--- src/rtl/truth_table_sweeper.sv ---
// Truth-table engine: presents every N-input combination over a valid/ready stream,
// compares the external DUT's response against a minterm mask and tallies the result.
module truth_table_sweeper #(
  parameter int N         = 4,
  parameter bit MSB_FIRST = 1'b1
) (
  input  logic              clk,
  input  logic              reset,
  input  logic              load,
  input  logic [2**N-1:0]   mask_in,
  input  logic              start,
  output logic              busy,
  output logic              done,
  output logic [N-1:0]      vec,
  output logic              vec_valid,
  input  logic              vec_ready,
  input  logic              dut_s,
  output logic              exp_s,
  output logic [N:0]        ones_cnt,
  output logic [N:0]        mism_cnt,
  output logic              any_mism,
  output logic [N-1:0]      first_mism
);

  typedef enum logic [1:0] {
    S_IDLE,
    S_RUN,
    S_DONE
  } state_t;

  state_t            state;
  state_t            state_nxt;
  logic [2**N-1:0]   mask;
  logic [N-1:0]      idx;
  logic [N-1:0]      idx_rev;
  logic              accept;
  logic              last_row;
  logic              row_mism;

  assign accept   = (state == S_RUN) && vec_ready;
  assign last_row = &idx;
  assign row_mism = dut_s != mask[idx];

  // NOTE: sequential state uses non-blocking (<=) so every register samples
  // pre-edge values; blocking here would create order-dependent races.
  always_ff @(posedge clk) begin
    if (reset) state <= S_IDLE;
    else       state <= state_nxt;
  end

  // NOTE: every output of this block gets a default before the case, so no
  // path leaves a signal unassigned and no latch is inferred.
  always_comb begin
    state_nxt = state;
    busy      = 1'b0;
    done      = 1'b0;
    case (state)
      S_IDLE: if (start) state_nxt = S_RUN;
      S_RUN: begin
        busy = 1'b1;
        if (accept && last_row) state_nxt = S_DONE;
      end
      S_DONE: begin
        done      = 1'b1;
        state_nxt = S_IDLE;
      end
      default: state_nxt = S_IDLE;
    endcase
  end

  always_comb begin
    idx_rev = '0;
    for (int i = 0; i < N; i++) idx_rev[i] = idx[N-1-i];
  end

  // Row presentation comes from registered state only; nothing from dut_s leaks out.
  assign vec_valid = busy;
  assign vec       = busy ? (MSB_FIRST ? idx : idx_rev) : '0;
  assign exp_s     = busy & mask[idx];

  // NOTE: the mask is an ordinary register (not a RAM), so it is cleared by
  // reset along with the counters; a restart after reset sweeps an all-zero function.
  always_ff @(posedge clk) begin
    if (reset) begin
      mask       <= '0;
      idx        <= '0;
      ones_cnt   <= '0;
      mism_cnt   <= '0;
      any_mism   <= 1'b0;
      first_mism <= '0;
    end else begin
      if (state == S_IDLE) begin
        if (load) mask <= mask_in;
        if (start) begin
          idx        <= '0;
          ones_cnt   <= '0;
          mism_cnt   <= '0;
          any_mism   <= 1'b0;
          first_mism <= '0;
        end
      end
      if (accept) begin
        ones_cnt <= ones_cnt + {{N{1'b0}}, mask[idx]};
        if (row_mism) begin
          mism_cnt <= mism_cnt + {{N{1'b0}}, 1'b1};
          if (!any_mism) begin
            any_mism   <= 1'b1;
            first_mism <= idx;
          end
        end
        // The final row leaves idx parked; the next start clears it.
        if (!last_row) idx <= idx + N'(1);
      end
    end
  end

endmodule

--- config.mk ---
export PLATFORM = sky130hd
export DESIGN_NAME = truth_table_sweeper
export DESIGN_NICKNAME = d
export VERILOG_FILES = /design/src/rtl/truth_table_sweeper.sv
export SDC_FILE = /design/constraint.sdc
export NUM_CORES = 1
export LEC_CHECK = 0
export ABC_CLOCK_PERIOD_IN_PS = 2810
export BUFFER_PORTS_ARGS = -buffer_cell sky130_fd_sc_hd__buf_2
export CORE_MARGIN = 2
export CORE_UTILIZATION = 50
export CTS_CLUSTER_DIAMETER = 30
export DETAILED_ROUTE_END_ITERATION = 6
export PLACE_DENSITY = 0.75
export SYNTH_ARGS = -nofsm -noshare
export SYNTH_HDL_FRONTEND = slang
export SYNTH_SLANG_ARGS = --single-unit
--- constraint.sdc ---
create_clock -name clk -period 2.81 [get_ports clk]
set_input_delay 0.281 -clock clk [delete_from_list [all_inputs] [get_ports clk]]
set_output_delay 0.281 -clock clk [all_outputs]
set_load 0.005 [all_outputs]
==> results.yml, run 1 <==
run_status:
  status: "finished, final reports clean"
timing:
  fin_setup_tns_ns: 0
  tightest_slew_ns: 0.683
  fin_crit_ns: 2.23
  post-route-period-util_pct: 79.2
  rsz0062_at_grt: "no"
  skew_ns: 0.00648
  relSlewSlack_pct: 54.5
  hold_violations: 0
  fmax_mhz: 449
  setup_violations: 0
  drv_slew: 0
drt:
  final_antenna_net_count: 0
  drc: 0
  via_per_inst: 5.37
  finalWirelength_um: 4100
  dr.pass1.iters: 4
  vias: 1703
  drtIter0Drc: 73
  avgRoutedWirePerCell_um: 12.9
synth:
  async_reset_ff_share_pct: 0
  syn-num-nets: 256
  syn_avg_cell_area_sq_um: 8.30
  synth-seq-cells: 37
  synth_warnings: 0
  synth_flop_cell: "dfxtp_1"
  synth_edf_count: 0
  ys_seq_area_share_pct: 38.8
  syn_inst: 230
  synthesis.area_sq_mm: 0.00191
  synth_cell_types: 35
min_path:
  hold_depth: 3
  min_path_type: "primary input to flop"
  min_from: "mask_in[14]"
  min_to: "mask[14]"
cts:
  cts_resized: 0
  cts_buffer_depth: 2
  holdBufCountCts: 0
  tritoncts: "built"
  path_clk_slew_ns: 0.07
  ctsHtreeMaxLevel: 2
  cts_sinks: 37
  cts_setup_buffers: 0
  clock_latency_ns: 0.29
  root_buffer: "clkbuf_8"
  cts_made_buffers: 5
placement:
  dp_hpwl_um: 2890
  dpl_cell_area_sq_mm: 0.00212
  routabilityCongestion: 0.838
  portBuffers: 44
floorplanning:
  die_x_um: 65.8
  ioPinCount: 45
  placementRows: 22
  coreArea_sq_mm: 0.00366
  dieArea_sq_mm: 0.00433
  die_h_um: 65.8
  initial_utilization_pct: 52.2
critical_path:
  r2r-start: "idx[0]"
  cp.required_ns: 3.01
  critical-path-top-delay-family: "compound AO/OA/AOI/OAI gates"
  crit_path_start_kind: "flop"
  critical_path_buf_inv_count: 0
  reg2reg_depth: 10
  critPathCaptureType: "flop"
  path_class: "flop to flop"
  worstPathMaxFanout: 11
  cp_slowest_cell: "dfxtp_2"
  reg2reg_slack_ns: 0.58
  cp.arrival_ns: 2.43
  cpPeakStageDelay_ns: 0.51
  path_cells: "mux2i_1 -> a22oi_1 -> nand2_2 -> o21ai_0 -> ha_1 -> ha_1 -> nand3_1 -> nor2_1 -> nor2_1 -> a211oi_1"
  r2r-end: "ones_cnt[4]"
layout:
  multi_input_area_sq_mm: 0.00107
  seq_area_sq_um: 742
  fillers: 336
  final_nets: 295
  drive_gt1_share_pct: 25.7
  final_area_sq_mm: 0.00221
  syn_to_final_growth_pct: 15.7
  n_antenna_cell: 0
pwr:
  intPower_mw: 0.785
  clkPwrFrac_pct: 36.0
  p_sw_share_pct: 25.7
  p_switching_mw: 0.271
  vdd_drop_max_v: 0.000313
  p_total_mw: 1.06
  combPwrFrac_pct: 11.4
  sequentialPowerShare_pct: 52.6
  power.leakage_nw: 0.900
  p_per_area_mw_per_mm2: 478
grt:
  grt_max_degree: 41
  first_global_vias: 1500
  grt_overflow_total: 0
  antenna_found_initial: 0
  grt_usage_pct: 20.9
  grt_pass1_wl_um: 7000
run:
  maxCapViolCount: 0
flip-flops by register name, summed over array words and instances, names as in the netlist:
register	flops
state	2
any_mism	1
ones_cnt	5
mism_cnt	5
idx	4
mask	16
first_mism	4
placed cells by master (no fill, tap or decap), types with 6 or more instances in the layout:
master     n
and2_1     9
clkbuf_8   6
mux2i_1   12
nor2_1    13
nand3_1    9
o21ai_0    8
a21oi_1   27
nand2_1   42
nor2b_1    8
dfxtp_1   36
buf_2     44
worst max path at each step:
stage	from	end	slack, ns	cells after the start
after floorplan	idx[0]	ones_cnt[4]	0.84	12
after global placement	idx[0]	ones_cnt[4]	0.56	10
after detailed placement	idx[0]	ones_cnt[4]	0.40	10
after CTS	idx[0]	ones_cnt[4]	0.39	10
after global routing	idx[0]	ones_cnt[4]	0.22	10
final	idx[0]	ones_cnt[4]	0.58	10
power by group through the flow:
| stage | sequential, mW | clock [mW] | combinational [mW] |
|---|---|---|---|
| finish | 0.556 | 0.380 | 0.121 |
| global route | 0.558 | 0.414 | 0.136 |
| CTS | 0.555 | 0.388 | 0.122 |
| detailed placement | 0.567 | 0 | 0.121 |
| global placement | 0.568 | 0 | 0.118 |
| floorplan | 0.562 | 0 | 0.0933 |
worst min-delay path, cell delays in order:
cell and delay, ns:
buf_2 0.10, nand2_1 0.05, a21oi_1 0.05
cell families (layout without fill, tap and decap cells):
family / Yosys count / count (layout) / share of synthesized area (%)
mux: 16 / 16 / 9.83
flops: 37 / 37 / 38.8
compound gates: 52 / 52 / 16.8
simple gates: 105 / 105 / 27.1
fa+ha+maj: 4 / 4 / 2.62
buf+inv: 16 / 55 / 4.91
per-stage QoR:
| stage | worst slack, ns | cells | hold slack (ns) | utilization [%] |
|---|---|---|---|---|
| after detailed placement | 0.400 | 310 | 0.449 | 57.9 |
| after floorplan | 0.843 | 230 | 0.417 | - |
| after global routing | 0.223 | 317 | 0.220 | 60.4 |
| after global placement | 0.561 | 310 | 0.445 | 57.9 |
| after CTS | 0.388 | 317 | 0.214 | 60.3 |
| final | 0.585 | 317 | 0.218 | 60.4 |
final cells by class:
| type | count | area share [%] |
|---|---|---|
| multi-input combinational | 177 | 48.6 |
| sequential | 37 | 33.6 |
| clock buffer | 6 | 3.74 |
| timing repair buffer | 46 | 10.6 |
| inverter | 2 | 0.340 |
| tap | 48 | 2.72 |
| clock inverter | 1 | 0.340 |
synthesized netlist by cell type (3+ instances only):
library cell	count	area share (%)
mux2i_1	12	6.3
nand2_1	42	8.3
a21oi_1	27	7.1
nor2b_1	8	2.6
nand2b_1	5	1.6
clkbuf_1	8	1.6
dfxtp_1	37	39
nand4_1	3	0.98
nor2_1	13	2.6
a211oi_1	3	1.2
nand2_2	4	1.3
o22ai_1	3	0.98
a22oi_1	4	1.6
and2_1	9	2.9
ha_1	4	2.6
nand3_1	9	2.4
o21ai_0	8	2.1
nor3_1	5	1.3
per-layer routing:
layer	GRT usage, %	routed length (um)	up-vias
met4	7.03	59	0
li1	-	-	873
met3	5.79	193	7
met1	28.8	2000	783
met5	0	0	-
met2	31.4	1850	40
(Power assumes the default switching activity.)
==> run 2, diff against run 1 <==
--- a/config.mk
+++ b/config.mk
@@ -5,7 +5,7 @@
 export SDC_FILE = /design/constraint.sdc
 export NUM_CORES = 1
 export LEC_CHECK = 0
-export ABC_CLOCK_PERIOD_IN_PS = 2810
+export ABC_CLOCK_PERIOD_IN_PS = 2070
 export BUFFER_PORTS_ARGS = -buffer_cell sky130_fd_sc_hd__buf_2
 export CORE_MARGIN = 2
 export CORE_UTILIZATION = 50
==> constraint.sdc (replaced) <==
create_clock -name clk -period 2.07 [get_ports clk]
set_input_delay 0.207 -clock clk [delete_from_list [all_inputs] [get_ports clk]]
set_output_delay 0.207 -clock clk [all_outputs]
set_load 0.005 [all_outputs]
==> run 2 against run 1 <==
Against the previous run: die area did not move; routed wire length rose by 0.98%; critical path depth fell by 2; total power rose by 41%; sequential share of layout area fell by 1.6 points; global-route usage fell by 0.44 points; final cell count rose by 2.8%; clock-buffer cell count rose by 1; largest power group unchanged; combinational power rose by 52%; worst hold slack got worse by 0.071 ns; critical endpoint is now exp_s; non-clock buffer count rose by 8; core utilization rose by 2.9 points.
==> results.yml, run 2 (synthesis gave the netlist of run 1 again) <==
drt:
  vias: 1750
  avgRoutedWirePerCell_um: 12.7
  via_per_inst: 5.37
  dr.pass1.iters: 4
  finalWirelength_um: 4140
  final_antenna_net_count: 0
  drc: 0
  drtIter0Drc: 49
cts:
  cts_buffer_depth: 2
  cts_made_buffers: 5
  path_clk_slew_ns: 0.07
  ctsHtreeMaxLevel: 2
  clock_latency_ns: 0.29
  cts_sinks: 37
  holdBufCountCts: 0
  root_buffer: "clkbuf_8"
  tritoncts: "built"
critical_path:
  reg2reg_depth: 11
  crit_path_start_kind: "flop"
  worstPathMaxFanout: 13
  path_class: "flop to output port"
  r2r-end: "ones_cnt[4]"
  reg2reg_slack_ns: 0.14
  cp.arrival_ns: 1.74
  crit_start: "idx[0]"
  critPathCaptureType: "output port"
  r2r-start: "idx[0]"
  cp.required_ns: 1.86
run_status:
  status: "finished, final reports clean"
timing:
  relSlewSlack_pct: 63.6
  drv_slew: 0
  setup_violations: 0
  tightest_slew_ns: 0.546
  fmax_mhz: 514
  hold_violations: 0
  post-route-period-util_pct: 93.9
  skew_ns: 0.00687
  fin_setup_tns_ns: 0
  fin_crit_ns: 1.94
placement:
  dp_hpwl_um: 3050
  dp_cells: 318
  portBuffers: 44
  routabilityCongestion: 0.834
  dpl_cell_area_sq_mm: 0.00219
floorplanning:
  die_h_um: 65.8
  die_x_um: 65.8
  dieArea_sq_mm: 0.00433
  coreArea_sq_mm: 0.00366
  placementRows: 22
  ioPinCount: 45
  initial_utilization_pct: 52.2
layout:
  final_area_sq_mm: 0.00232
  drive_gt1_share_pct: 29.5
  fin_util_pct: 63.3
  final_nets: 303
  fin_cells: 326
  final_common_cell: "buf_2"
  n_antenna_cell: 0
  largest_reg_flops: 16
  final_cell_mix: "44 x buf_2, 42 x nand2_1, 36 x dfxtp_1"
  top_register: "mask"
  syn_to_final_growth_pct: 21.4
  reg_top3: "mask: 16 flops, mism_cnt: 5 flops, ones_cnt: 5 flops"
min_path:
  min_to: "mask[1]"
  hold_depth: 3
  min_path_type: "primary input to flop"
  min_from: "mask_in[1]"
grt:
  first_global_vias: 1610
  grt_pass1_wl_um: 6830
  antenna_found_initial: 0
  grt_usage_pct: 20.5
  grt_max_degree: 26
  grt_overflow_total: 0
pwr:
  p_per_area_mw_per_mm2: 642
  vdd_drop_max_v: 0.000466
  p_total_mw: 1.49
  power.leakage_nw: 0.952
run:
  maxCapViolCount: 0
==> run 2: stage by stage <==
stage / hold WS [ns] / setup WS, ns
5_1_grt: 0.143 / -0.00840
6_report: 0.147 / 0.125
3_3_place_gp: 0.442 / 0.0525
3_5_place_dp: 0.449 / -0.0700
2_1_floorplan: 0.343 / 0.103
4_1_cts: 0.140 / 0.00321
==> run 2: critical path, cell delays in order (launching register included) <==
cell	delay, ns
dfxtp_2	0.35
buf_12	0.14
mux2i_1	0.25
a22oi_2	0.13
nand3_1	0.11
o21ai_2	0.07
buf_4	0.13
and2_1	0.14
buf_2	0.12
==> run 2: report_power, final <==
group          switching [mW]  leakage (nW)  internal (mW)
logic                   0.104         0.596         0.0797
clock network           0.252        0.0542          0.301
registers              0.0146         0.301          0.736
==> run 2: timing repair <==
| action | CTS | global route |
|---|---|---|
| setup buffers | 0 | 0 |
| pin swaps | 1 | 6 |
| endpoints found under the setup margin | 2 | 4 |
| endpoints found under the hold margin | 0 | 0 |
| gates resized for setup | 1 | 6 |
==> run 2: routing by layer <==
metal,up-vias,share of wire (%),global-route usage [%]
li1,891,-,-
met3,9,4.2,4.77
met5,-,0,0
met1,806,48,26.2
met2,44,46,32.6
met4,0,2.1,9.64
==> run 2: how the worst max path moves through the flow <==
stage / to / slack (ns)
after floorplan: ones_cnt[4] / 0.10
after global placement: ones_cnt[4] / 0.05
after detailed placement: ones_cnt[4] / -0.07
after CTS: ones_cnt[4] / 0.003
after global routing: ones_cnt[4] / -0.008
final: exp_s / 0.13
==> run 2: final cells by class <==
| class | instances | area [sq um] |
|---|---|---|
| fillers | 312 | 1340 |
| flip-flops and latches | 37 | 742 |
| well taps | 48 | 60.1 |
| repair buffers | 54 | 308 |
| inverters | 2 | 7.51 |
| multi-input cells | 177 | 1100 |
| clock buffers | 7 | 96.3 |
| clock inverters | 1 | 5.00 |
